$ cat src/rtl/id_hazard_controller_pkg.sv
// Shared opcode constants, FSM state encoding and field-width defaults for the
// ID-stage hazard controller and its register-use decoder.
package id_hazard_controller_pkg;

    localparam int NB_REG_DEF    = 5;
    localparam int NB_OPCODE_DEF = 6;

    localparam logic [NB_OPCODE_DEF-1:0] OP_RTYPE = 6'b000000;
    localparam logic [NB_OPCODE_DEF-1:0] OP_J     = 6'b000010;
    localparam logic [NB_OPCODE_DEF-1:0] OP_JAL   = 6'b000011;
    localparam logic [NB_OPCODE_DEF-1:0] OP_LUI   = 6'b001111;
    localparam logic [NB_OPCODE_DEF-1:0] OP_BEQ   = 6'b000100;
    localparam logic [NB_OPCODE_DEF-1:0] OP_BNE   = 6'b000101;
    localparam logic [NB_OPCODE_DEF-1:0] OP_SB    = 6'b101000;
    localparam logic [NB_OPCODE_DEF-1:0] OP_SH    = 6'b101001;
    localparam logic [NB_OPCODE_DEF-1:0] OP_SW    = 6'b101011;
    localparam logic [NB_OPCODE_DEF-1:0] OP_HALT  = 6'b111111;

    typedef enum logic [1:0] {
        ST_RUN      = 2'd0,
        ST_STEP     = 2'd1,
        ST_DBG_HALT = 2'd2,
        ST_END      = 2'd3
    } state_e;

endpackage

$ cat src/rtl/id_reg_use_decode.sv
// Combinational opcode decode telling the hazard logic whether the instruction
// in ID actually reads its rs and/or rt register fields.
module id_reg_use_decode
    import id_hazard_controller_pkg::*;
#(
    parameter int NB_OPCODE = NB_OPCODE_DEF
) (
    input  logic [NB_OPCODE-1:0] i_opcode,
    output logic                 o_uses_rs,
    output logic                 o_uses_rt
);

    always_comb begin
        o_uses_rs = 1'b1;
        o_uses_rt = 1'b0;
        case (i_opcode)
            NB_OPCODE'(OP_J),
            NB_OPCODE'(OP_JAL),
            NB_OPCODE'(OP_LUI):   o_uses_rs = 1'b0;
            NB_OPCODE'(OP_RTYPE),
            NB_OPCODE'(OP_BEQ),
            NB_OPCODE'(OP_BNE),
            NB_OPCODE'(OP_SB),
            NB_OPCODE'(OP_SH),
            NB_OPCODE'(OP_SW):    o_uses_rt = 1'b1;
            default: ;
        endcase
    end

endmodule

$ cat src/rtl/id_hazard_controller.sv
// Fetch/decode sequencer: load-use stall, branch/jump flush, debug halt/step and
// program HALT. Define ID_HAZARD_STALL_CNT_EN to build the stall-cycle counter.
module id_hazard_controller
    import id_hazard_controller_pkg::*;
#(
    parameter int NB_REG    = NB_REG_DEF,
    parameter int NB_OPCODE = NB_OPCODE_DEF,
    parameter int NB_CNT    = 32
) (
    input  logic                 i_clk,
    input  logic                 i_reset,
    input  logic [NB_OPCODE-1:0] i_opcode,
    input  logic [NB_REG-1:0]    i_rs,
    input  logic [NB_REG-1:0]    i_rt,
    input  logic                 i_ex_mem_read,
    input  logic [NB_REG-1:0]    i_ex_rt,
    input  logic                 i_branch_taken,
    input  logic                 i_jump,
    input  logic                 i_halt_req,
    input  logic                 i_step,
    output logic                 o_pc_write,
    output logic                 o_ifid_write,
    output logic                 o_ifid_flush,
    output logic                 o_ctrl_bubble,
    output logic                 o_halted,
    output logic                 o_dbg_halted,
    output logic [NB_CNT-1:0]    o_stall_count
);

    state_e state_q, state_d;
    logic   uses_rs, uses_rt;
    logic   flush, load_use, is_halt_op, active, take_halt;

    id_reg_use_decode #(
        .NB_OPCODE (NB_OPCODE)
    ) u_reg_use (
        .i_opcode  (i_opcode),
        .o_uses_rs (uses_rs),
        .o_uses_rt (uses_rt)
    );

    assign flush      = i_branch_taken | i_jump;
    assign load_use   = i_ex_mem_read && (i_ex_rt != '0) &&
                        ((uses_rs && (i_rs == i_ex_rt)) || (uses_rt && (i_rt == i_ex_rt)));
    assign is_halt_op = (i_opcode == NB_OPCODE'(OP_HALT));
    assign active     = (state_q == ST_RUN) || (state_q == ST_STEP);
    // A redirect or a stall pre-empts HALT decode; the HALT is seen again later.
    assign take_halt  = active && !flush && !load_use && is_halt_op;

    always_ff @(posedge i_clk) begin
        if (i_reset) begin
            state_q <= ST_RUN;
        end else begin
            state_q <= state_d;
        end
    end

    always_comb begin
        state_d       = state_q;
        o_pc_write    = 1'b0;
        o_ifid_write  = 1'b0;
        o_ifid_flush  = 1'b0;
        o_ctrl_bubble = 1'b1;
        o_halted      = 1'b0;
        o_dbg_halted  = 1'b0;
        if (i_reset) begin
            o_ifid_flush = 1'b1;
            state_d      = ST_RUN;
        end else begin
            case (state_q)
                ST_RUN, ST_STEP: begin
                    if (flush) begin
                        o_pc_write   = 1'b1;
                        o_ifid_write = 1'b1;
                        o_ifid_flush = 1'b1;
                    end else if (!load_use && !is_halt_op) begin
                        o_pc_write    = 1'b1;
                        o_ifid_write  = 1'b1;
                        o_ctrl_bubble = 1'b0;
                    end
                    if (take_halt) begin
                        state_d = ST_END;
                    end else if ((state_q == ST_STEP) || i_halt_req) begin
                        state_d = ST_DBG_HALT;
                    end else begin
                        state_d = ST_RUN;
                    end
                end
                ST_DBG_HALT: begin
                    o_dbg_halted = 1'b1;
                    if (i_step) begin
                        state_d = ST_STEP;
                    end else if (!i_halt_req) begin
                        state_d = ST_RUN;
                    end
                end
                ST_END: begin
                    o_halted = 1'b1;
                end
                default: begin
                    state_d = ST_RUN;
                end
            endcase
        end
    end

`ifdef ID_HAZARD_STALL_CNT_EN
    logic              stall_inc;
    logic [NB_CNT-1:0] stall_cnt_q, stall_cnt_d;

    assign stall_inc = active && !flush && load_use;

    always_comb begin
        stall_cnt_d = stall_cnt_q;
        if (stall_inc && (stall_cnt_q != '1)) begin
            stall_cnt_d = stall_cnt_q + NB_CNT'(1);
        end
    end

    always_ff @(posedge i_clk) begin
        if (i_reset) begin
            stall_cnt_q <= '0;
        end else begin
            stall_cnt_q <= stall_cnt_d;
        end
    end

    assign o_stall_count = stall_cnt_q;
`else
    assign o_stall_count = '0;
`endif

endmodule

$ cat config.mk
export PLATFORM = sky130hd
export DESIGN_NAME = id_hazard_controller
export DESIGN_NICKNAME = d
export VERILOG_FILES = /design/src/rtl/id_hazard_controller_pkg.sv /design/src/rtl/id_reg_use_decode.sv /design/src/rtl/id_hazard_controller.sv
export SDC_FILE = /design/constraint.sdc
export NUM_CORES = 1
export LEC_CHECK = 0
export CAP_MARGIN = 5
export CELL_PAD_IN_SITES_DETAIL_PLACEMENT = 0
export CELL_PAD_IN_SITES_GLOBAL_PLACEMENT = 1
export CORE_ASPECT_RATIO = 1.4
export CORE_UTILIZATION = 17
export CTS_BUF_LIST = sky130_fd_sc_hd__clkbuf_16
export DETAILED_ROUTE_END_ITERATION = 8
export PLACE_DENSITY_LB_ADDON = 0.12
export SETUP_SLACK_MARGIN = 0.5
export SYNTH_ARGS = -nofsm -noshare
export SYNTH_HDL_FRONTEND = slang
export SYNTH_SLANG_ARGS = --single-unit
$ cat constraint.sdc
create_clock -name i_clk -period 2.04 [get_ports i_clk]
set_clock_uncertainty 0.15 [all_clocks]
set_input_delay 0.306 -clock i_clk [delete_from_list [all_inputs] [get_ports i_clk]]
set_output_delay 0.306 -clock i_clk [all_outputs]
set_load 0.02 [all_outputs]
* Word level (Yosys, flattened, before mapping) *
Cells that the tools add are included.

word-level totals
  output and inout bits = 38
  word-level logic and storage cells = 61
  bits of input ports = 28
  flip-flop bits (word level) = 2

cells by class
  mux-type cells = 22
  reduce and logical (&&, ||, !) cells = 22
  bitwise gates (word level) = 1
  equal/unequal tests = 15

operators by type and width
  kind                  number
  $eq A6 B6 Y1 const B  4
  $mux W1               17
  $eq A6 B2 Y1 const B  2
  $eq A6 B3 Y1 const B  2
  $eq A5 B5 Y1          2
  $logic_and A1 B1 Y1   8
  $mux W2               4
  $eq A6 B4 Y1 const B  1
  $logic_not A6 Y1      1
  $reduce_or A6 Y1      1
  $reduce_bool A5 Y1    1
  $eq A2 B2 Y1 const B  2
  $pmux W2 S2           1
  $logic_not A1 Y1      3
  $logic_or A1 B1 Y1    3
  $ne A3 B3 Y1 const B  1
  $reduce_or A3 Y1      1
  $eq A2 B1 Y1 const B  1
  $logic_not A2 Y1      1
  $reduce_and A2 Y1     1
  $reduce_bool A2 Y1    1
  $reduce_or A2 Y1      1
  $or A1 B1 Y1          1

* Longest topological paths before layout *
Gate-level depths: netlist of the first run.

  depth after elaboration = 12
  depth in mapped cells = 6
  depth with buffers taken out = 5

* Modules after synthesis *
From an unflattened synthesis of the first run, not the netlist that was laid out.

unflattened totals
  cell total of the unflattened synthesis = 86
  area, all modules = 616.8 um2

by module, submodules not included
  module                cells each  instances  sequential area each (um2)  area each (um2)
  id_hazard_controller  76          1          40.0                        566.8
  id_reg_use_decode     10          1          0.0                         50.0

* Least setup slack after synthesis of the first run *
No wires, ideal clock.

  kind = input-to-output
  from = in i_ex_rt[1]
  to = out o_pc_write
  path buffers = 1
  path slack = -0.211 ns
  stages = 6
  arrival = 1.795 ns
  cells stage by stage = or4_4 -> o21ai_2 -> nand4b_1 -> o21ai_2 -> o32ai_1 -> buf_4

on the way
  longest elaborated chain between the ends = 10
  elaborated cells between the ends (all ways) = 14

ends and longest elaborated chain
  element                    RTL line                    RTL
  start, declared            id_hazard_controller.sv:16  input logic [NB_REG-1:0] i_ex_rt,
  $eq A5 B5 Y1               id_hazard_controller.sv:44  ((uses_rs && (i_rs == i_ex_rt)) || (uses_rt && (i_rt == i_ex_rt)));
  $logic_and A1 B1 Y1        id_hazard_controller.sv:44
  $logic_or A1 B1 Y1         id_hazard_controller.sv:44
  $logic_and A1 B1 Y1 (*)    id_hazard_controller.sv:43  assign load_use = i_ex_mem_read && (i_ex_rt != '0) &&
  $logic_not A1 Y1 (*)       id_hazard_controller.sv:76  end else if (!load_use && !is_halt_op) begin
  $logic_and A1 B1 Y1 (*)    id_hazard_controller.sv:76
  $mux W1 (*) (4 in series)  --
  end, declared              id_hazard_controller.sv:21  output logic o_pc_write,

Every way passes the cells marked *; elsewhere a longest branch is shown, timed or not.

* Final worst setup path of the first run *
  from = in i_ex_rt[2]
  to = out o_ctrl_bubble

on the way
  longest elaborated chain between the ends = 10
  elaborated cells between the ends (all ways) = 14

ends and longest elaborated chain
  element                  RTL line                    RTL
  $eq A5 B5 Y1             id_hazard_controller.sv:44
  $logic_and A1 B1 Y1      id_hazard_controller.sv:44
  $logic_or A1 B1 Y1       id_hazard_controller.sv:44
  $logic_and A1 B1 Y1 (*)  id_hazard_controller.sv:43
  $logic_not A1 Y1 (*)     id_hazard_controller.sv:76
  $logic_and A1 B1 Y1 (*)  id_hazard_controller.sv:76
  $mux W1 (*)              id_hazard_controller.sv:76
  $mux W1 (*)              id_hazard_controller.sv:72  if (flush) begin
  $mux W1 (*)              id_hazard_controller.sv:70  case (state_q)
  $mux W1 (*)              id_hazard_controller.sv:66  if (i_reset) begin
  end, declared            id_hazard_controller.sv:24  output logic o_ctrl_bubble,

Marked as above.

==> impl_table.tex, run 1 <==
\begin{tabular}{lr}
\hline
Metric & Value \\
\hline
\multicolumn{2}{l}{\textbf{Status}} \\
\quad Status & finished, violations left \\
\quad Violated checks & negative setup slack \\
\multicolumn{2}{l}{\textbf{Timing}} \\
\quad Fraction of the cycle the final worst path needs & 108\% \\
\quad Accumulated negative setup slack & -0.391 ns \\
\quad Worst-case setup margin in the final layout & -0.167 ns \\
\quad Min Tclk post-route & 2.21 ns \\
\quad Fin. Hold Viols & 0 \\
\quad Worst slack on hold paths & 0.394 ns \\
\quad RSZ-0062 raised after global routing & true \\
\quad Setup Viol. Count Final & 3 \\
\quad Number of max-slew violations in the final report & 0 \\
\quad Maximum achievable frequency & 453 MHz \\
\multicolumn{2}{l}{\textbf{Layout}} \\
\quad Biggest register & state\_q \\
\quad Final std cell area, no fill & 1180 sq um \\
\quad Number of flip-flops under the largest register name & 2 \\
\quad Final instance count without filler cells & 170 \\
\quad Total number of nets in the final design & 161 \\
\quad Area taken by flip-flops and latches & 40.0 sq um \\
\quad Share of cells above drive strength 1 & 34.4\% \\
\quad Layout-stage area growth over the synthesis result & 101\% \\
\quad Finished Core Util & 36.7\% \\
\quad Multi-input combinational cell area & 529 sq um \\
\quad Largest regs & state\_q (2) \\
\quad Fill cell total of the finished layout & 357 \\
\quad Antenna diode count & 0 \\
\multicolumn{2}{l}{\textbf{Drt}} \\
\quad Count of TritonRoute iterations in the first routing pass & 4 \\
\quad Via count & 614 \\
\quad DRC violation total after the first TritonRoute iteration & 5 \\
\quad Count of nets left with antenna violations after detail routing & 0 \\
\quad Final routed wire length divided by cell count & 9.02 um \\
\quad Average via count per standard cell & 3.61 \\
\quad Post-route DRC & 0 \\
\quad Final WL & 1.53 mm \\
\multicolumn{2}{l}{\textbf{Global route}} \\
\quad Global route total overflow & 0 \\
\quad Initial antenna violation count & 0 \\
\quad Gr usage total & 8.36\% \\
\quad Maximum number of pins on one net before global-route repair & 6 \\
\quad Wire length of the first global-routing pass & 2.32 mm \\
\quad Vias in the first global route & 556 \\
\multicolumn{2}{l}{\textbf{CTS}} \\
\quad Maximum level of the CTS H-tree & 1 \\
\quad Insertion delay to the later sink of the worst-skew pair & 0.22 ns \\
\quad Number of buffers inserted during clock tree synthesis & 3 \\
\quad Clock-pin slew of the registers on the worst-case setup and hold paths & 0.03 ns \\
\quad Clock tree from TritonCTS & done \\
\quad Post-CTS Hold Buffers & 0 \\
\quad CTS Sinks & 2 \\
\quad Root Driver & sky130\_fd\_sc\_hd\_\_clkbuf\_16 \\
\quad Clock tree buffer depth & 2 \\
\multicolumn{2}{l}{\textbf{Yosys}} \\
\quad Fraction of synthesized cell area taken by the top area cell type & 42.3\% \\
\quad Syn\_area\_per\_cell & 7.23 sq um \\
\quad Dominant register cell in the synthesized netlist & sky130\_fd\_sc\_hd\_\_dfxtp\_1 \\
\quad Count of flip-flops with a built-in enable after synthesis & 0 \\
\quad Synth area leader & sky130\_fd\_sc\_hd\_\_buf\_4 \\
\quad Post-synthesis instance area & 586 sq um \\
\quad Distinct cell type count of the synthesized netlist & 26 \\
\quad Number of warnings issued by yosys & 0 \\
\quad Post-synthesis register bit count & 2 \\
\quad Share of the yosys chip area belonging to registers & 6.84\% \\
\quad Ys async rst share & 0\% \\
\quad Main area contributors after synthesis & sky130\_fd\_sc\_hd\_\_buf\_4 42\%, sky130\_fd\_sc\_hd\_\_xor2\_1 12\%, sky130\_fd\_sc\_hd\_\_dfxtp\_1 6.8\% \\
\quad Cells after synthesis & 81 \\
\multicolumn{2}{l}{\textbf{Place}} \\
\quad Routability Congestion & 0.649 \\
\quad \# placed instances & 165 \\
\quad Port Buf Inserts & 33 \\
\quad Placement-stage cell area & 962 sq um \\
\quad Placed wire-length estimate & 1.38 mm \\
\multicolumn{2}{l}{\textbf{Worst setup path}} \\
\quad CP Launch Type & primary input \\
\quad Critical path required time & 1.58 ns \\
\quad Crit path arrival time & 1.75 ns \\
\quad Critical path fanouts, max & 2 \\
\quad Register-to-Register Setup Slack & 1.00 ns \\
\quad Critical setup path kind & primary input to primary output \\
\quad Critical path endpoint category & primary output \\
\multicolumn{2}{l}{\textbf{Pwr}} \\
\quad Leak pwr & 0.581 nW \\
\quad Pwr Density & 473 nW/um\^{}2 \\
\quad Maximum resistive drop on vdd & 422 uV \\
\multicolumn{2}{l}{\textbf{Floorplanning}} \\
\quad Core region area & 3210 sq um \\
\quad Die area & 3690 sq um \\
\quad Die height & 71.4 um \\
\quad Horiz. Die Dim & 51.6 um \\
\quad Starting utilization of the core area & 18.2\% \\
\quad Core Rows & 24 \\
\quad Top-Level Pins & 66 \\
\multicolumn{2}{l}{\textbf{Flow run}} \\
\quad Max-capacitance violation count & 0 \\
\multicolumn{2}{l}{\textbf{Min path}} \\
\quad Hold/Removal Path Class & primary input to flop \\
\hline
\end{tabular}
[worst max-delay path, stage by stage]
cell and delay (ns):
sky130_fd_sc_hd__buf_6 0.09, sky130_fd_sc_hd__or4_4 0.54, sky130_fd_sc_hd__o21ai_4 0.13, sky130_fd_sc_hd__nand4b_1 0.13, sky130_fd_sc_hd__o21ai_2 0.08, sky130_fd_sc_hd__or3_4 0.33
sky130_fd_sc_hd__buf_6 0.14
[per-layer routing]
layer / global-route usage [%] / wire length [um]
met1: 8.19 / 495
met2: 15.4 / 851
met3: 3.40 / 170
met4: 2.70 / 17
met5: 0 / 0
[cell usage after synthesis (all sizes together), types with 2 or more instances]
master  number
o22ai        2
nor2         7
nor3         2
xor2         8
nand3        3
xnor2        2
dfxtp        2
o21ai        4
buf         33
nand2        3
[cells by family after synthesis]
group | after synthesis | share of synthesized area [%]
xor gates and xnor gates | 10 | 15.0
DFF | 2 | 6.84
and+or+nand+nor | 22 | 19.7
buffers and inverters | 34 | 42.9
AOI/OAI and AO/OA | 12 | 15.0
other | 1 | 0.640
[through the flow]
step	power (mW)	setup slack, ns
finish	0.558	-0.167
global placement	0.251	-0.916
detailed placement	0.251	-0.938
CTS	0.548	-0.240
global route	0.581	-0.221
floorplan	0.198	0.0543
[final timing paths]
kind | start | end | cells after the start
hold / removal | i_reset | state_q[1] | 3
setup / recovery | i_ex_rt[2] | o_ctrl_bubble | 7
hold reg to reg | state_q[0] | state_q[0] | 2
setup reg to reg | state_q[1] | state_q[1] | 4
[what timing repair did]
| item | CTS | global route |
|---|---|---|
| endpoints found under the setup margin | 8 | 7 |
| pin swaps | 13 | 13 |
| resized for setup | 69 | 28 |
| buffers inserted | 1 | 1 |
[area by class of cell]
class	count	share of cell area (%)
multi-input cells	76	44.9
repair buffers	49	40.9
clock buffers	3	6.36
well taps	39	4.14
flip-flops and latches	2	3.39
inverters	1	0.318
[cells in the final DEF, fill, tap and decap left out, types with 2 or more instances in the layout]
cell type | Yosys | routed
sky130_fd_sc_hd__xnor2_1 | 2 | 2
sky130_fd_sc_hd__nand2_1 | 3 | 2
sky130_fd_sc_hd__dlymetal6s2s_1 | 0 | 7
sky130_fd_sc_hd__nor2_4 | 0 | 2
sky130_fd_sc_hd__dlygate4sd2_1 | 0 | 8
sky130_fd_sc_hd__clkdlybuf4s15_1 | 0 | 3
sky130_fd_sc_hd__dfxtp_1 | 2 | 2
sky130_fd_sc_hd__nor2_1 | 7 | 4
sky130_fd_sc_hd__nand3_1 | 3 | 3
sky130_fd_sc_hd__buf_6 | 0 | 14
sky130_fd_sc_hd__xor2_1 | 8 | 6
sky130_fd_sc_hd__clkbuf_16 | 0 | 3
sky130_fd_sc_hd__buf_4 | 33 | 11
sky130_fd_sc_hd__conb_1 | 1 | 32
sky130_fd_sc_hd__clkdlybuf4s50_1 | 0 | 5
[power by group]
group | internal (mW) | total [mW] | switching [mW]
Combinational | 0.102 | 0.225 | 0.123
Sequential | 0.0415 | 0.0432 | 0.00165
Clock | 0.249 | 0.290 | 0.0408
Total | 0.392 | 0.558 | 0.166
Power figures use the tool's default switching activity.
==> inputs of run 2 (changes only) <==
--- a/config.mk
+++ b/config.mk
@@ -5,13 +5,14 @@
 export SDC_FILE = /design/constraint.sdc
 export NUM_CORES = 1
 export LEC_CHECK = 0
-export CAP_MARGIN = 5
+export CAP_MARGIN = 20
 export CELL_PAD_IN_SITES_DETAIL_PLACEMENT = 0
 export CELL_PAD_IN_SITES_GLOBAL_PLACEMENT = 1
 export CORE_ASPECT_RATIO = 1.4
 export CORE_UTILIZATION = 17
 export CTS_BUF_LIST = sky130_fd_sc_hd__clkbuf_16
 export DETAILED_ROUTE_END_ITERATION = 8
+export GPL_ROUTABILITY_DRIVEN = 0
 export PLACE_DENSITY_LB_ADDON = 0.12
 export SETUP_SLACK_MARGIN = 0.5
 export SYNTH_ARGS = -nofsm -noshare
==> constraint.sdc (replaced) <==
create_clock -name i_clk -period 2.04 [get_ports i_clk]
set_clock_uncertainty 0.15 [all_clocks]
set_input_delay 0.408 -clock i_clk [delete_from_list [all_inputs] [get_ports i_clk]]
set_output_delay 0.408 -clock i_clk [all_outputs]
set_load 0.02 [all_outputs]
==> impl_table.tex, run 2 (synthesized netlist as in run 1, its figures left out) <==
\begin{tabular}{lr}
\hline
Metric & Value \\
\hline
\multicolumn{2}{l}{\textbf{CTS}} \\
\quad Maximum level of the CTS H-tree & 1 \\
\quad CTS Sinks & 2 \\
\quad Insertion delay to the later sink of the worst-skew pair & 0.22 ns \\
\quad Clock tree buffer depth & 2 \\
\quad Clock-pin slew of the registers on the worst-case setup and hold paths & 0.03 ns \\
\quad Number of buffers inserted during clock tree synthesis & 3 \\
\quad Clock tree from TritonCTS & done \\
\quad Root Driver & sky130\_fd\_sc\_hd\_\_clkbuf\_16 \\
\multicolumn{2}{l}{\textbf{Timing}} \\
\quad Fin. Hold Viols & 0 \\
\quad Fraction of the cycle the final worst path needs & 118\% \\
\quad RSZ-0062 raised after global routing & true \\
\quad Min Tclk post-route & 2.40 ns \\
\quad Setup Viol. Count Final & 3 \\
\quad Worst-case setup margin in the final layout & -0.360 ns \\
\quad Maximum achievable frequency & 417 MHz \\
\quad Worst slack on hold paths & 0.427 ns \\
\quad Number of max-slew violations in the final report & 0 \\
\multicolumn{2}{l}{\textbf{Floorplanning}} \\
\quad Horiz. Die Dim & 51.6 um \\
\quad Die area & 3690 sq um \\
\quad Die height & 71.4 um \\
\quad Core region area & 3210 sq um \\
\quad Top-Level Pins & 66 \\
\quad Starting utilization of the core area & 18.2\% \\
\quad Core Rows & 24 \\
\multicolumn{2}{l}{\textbf{Status}} \\
\quad Status & finished, violations left \\
\quad Violated checks & negative setup slack \\
\multicolumn{2}{l}{\textbf{Worst setup path}} \\
\quad Critical path endpoint category & primary output \\
\quad Crit path arrival time & 1.84 ns \\
\quad CP Launch Type & primary input \\
\quad Critical setup path kind & primary input to primary output \\
\quad Critical path required time & 1.48 ns \\
\quad Critical path fanouts, max & 3 \\
\quad Startpoint of the worst-slack reg-to-reg timing path & state\_q[1] \\
\quad Critical path launch point & i\_ex\_rt[2] \\
\multicolumn{2}{l}{\textbf{Drt}} \\
\quad Final WL & 1.68 mm \\
\quad Via count & 638 \\
\quad Final routed wire length divided by cell count & 9.47 um \\
\quad Post-route DRC & 0 \\
\quad DRC violation total after the first TritonRoute iteration & 6 \\
\quad Count of nets left with antenna violations after detail routing & 0 \\
\quad Average via count per standard cell & 3.60 \\
\quad Count of TritonRoute iterations in the first routing pass & 4 \\
\multicolumn{2}{l}{\textbf{Global route}} \\
\quad Vias in the first global route & 557 \\
\quad Initial antenna violation count & 0 \\
\quad Gr usage total & 8.66\% \\
\quad Maximum number of pins on one net before global-route repair & 6 \\
\quad Wire length of the first global-routing pass & 2.31 mm \\
\quad Global route total overflow & 0 \\
\multicolumn{2}{l}{\textbf{Flow run}} \\
\quad Max-capacitance violation count & 0 \\
\multicolumn{2}{l}{\textbf{Layout}} \\
\quad Biggest register & state\_q \\
\quad Total number of nets in the final design & 168 \\
\quad Fill cell total of the finished layout & 362 \\
\quad Final std cell area, no fill & 1210 sq um \\
\quad Multi-input combinational cell area & 509 sq um \\
\quad Antenna diode count & 0 \\
\quad Most frequent standard cell in the layout excluding fill and tap cells & sky130\_fd\_sc\_hd\_\_conb\_1 \\
\quad Layout-stage area growth over the synthesis result & 107\% \\
\quad Number of flip-flops under the largest register name & 2 \\
\quad Highest-count cells in the layout ignoring fill and taps & 32 x sky130\_fd\_sc\_hd\_\_conb\_1, 18 x sky130\_fd\_sc\_hd\_\_buf\_6, 15 x sky130\_fd\_sc\_hd\_\_buf\_4 \\
\quad Share of cells above drive strength 1 & 39.9\% \\
\quad Area taken by flip-flops and latches & 41.3 sq um \\
\quad Largest regs & state\_q (2) \\
\multicolumn{2}{l}{\textbf{Place}} \\
\quad Placed wire-length estimate & 1.39 mm \\
\quad Port Buf Inserts & 33 \\
\quad Placement-stage cell area & 970 sq um \\
\quad Setup slack after placement & -1.12 ns \\
\multicolumn{2}{l}{\textbf{Pwr}} \\
\quad Switch share & 29.6\% \\
\quad Leak pwr & 0.580 nW \\
\quad Reported net switching power & 0.169 mW \\
\quad Share of power burned in combinational logic & 41.1\% \\
\quad Cell internal pwr & 0.401 mW \\
\quad Pwr Density & 470 nW/um\^{}2 \\
\quad Maximum resistive drop on vdd & 276 uV \\
\quad Fraction of power consumed by sequential logic & 7.6\% \\
\quad Clk pwr share & 51.3\% \\
\multicolumn{2}{l}{\textbf{Min path}} \\
\quad Worst min-delay path startpoint & i\_reset \\
\quad Hold/Removal Path Class & primary input to flop \\
\hline
\end{tabular}
==> run 2: cell types whose count changed in the layout (fill, tap and decap cells not counted), sizes merged <==
cell           previous run  this run
clkbuf                    4         3
buf                      25        36
clkdlybuf4s15             3         2
clkdlybuf4s50             5         6
dlymetal6s2s              7         2
dlygate4sd2               8        10
==> run 2: power groups by stage <==
stage | combinational, mW | clock [mW] | sequential, mW
floorplan | 0.154 | 0 | 0.0445
global placement | 0.210 | 0 | 0.0433
detailed placement | 0.209 | 0 | 0.0433
CTS | 0.228 | 0.297 | 0.0434
global route | 0.251 | 0.301 | 0.0435
finish | 0.234 | 0.292 | 0.0433
==> run 2: what timing repair did <==
action / CTS / global route
hold buffers: 0 / 0
pin swaps: 16 / 6
buffers inserted: 5 / 3
resized for setup: 99 / 8
endpoints found under the setup margin: 8 / 8
==> run 2: area by class of cell <==
type,instances,area share [%]
Inverter,1,0.310
Clock buffer,3,6.20
Sequential cell,2,3.41
Timing Repair Buffer,56,44.0
Multi-Input combinational cell,76,42.0
Tap cell,39,4.03
==> run 2: worst paths after layout <==
path	to	slack, ns	cells past startpoint
worst min register to register	state_q[0]	0.46	2
worst max register to register	state_q[0]	0.85	6
worst min-delay path	state_q[1]	0.43	4
worst max-delay path	o_ctrl_bubble	-0.36	7
==> run 2: worst max-delay path, stage by stage <==
cell and delay, ns:
sky130_fd_sc_hd__buf_6 0.09, sky130_fd_sc_hd__or4_4 0.52, sky130_fd_sc_hd__o21ai_2 0.14, sky130_fd_sc_hd__nand4b_1 0.14, sky130_fd_sc_hd__o21ai_2 0.08, sky130_fd_sc_hd__or3_4 0.33, sky130_fd_sc_hd__buf_6 0.14
==> run 2: metal layers <==
metal	part of all wire (%)	routed length (um)	vias up	global-route usage, %
met4	1.0	17	0	4.50
met5	0	0	-	0
met2	60	1010	39	16.9
met1	28	465	275	7.30
li1	-	-	322	-
met3	11	183	2	2.97
==> run 2: stage by stage <==
| stage | utilization, % | std cells | total power, mW | setup TNS (ns) |
|---|---|---|---|---|
| final | 37.7 | 177 | 0.570 | -1.02 |
| after global placement | 30.2 | 166 | 0.253 | -5.09 |
| after detailed placement | 30.2 | 166 | 0.253 | -5.03 |
| after floorplan | - | 112 | 0.198 | -0.293 |
| after global routing | 37.7 | 177 | 0.595 | -1.21 |
| after CTS | 36.1 | 174 | 0.568 | -1.17 |
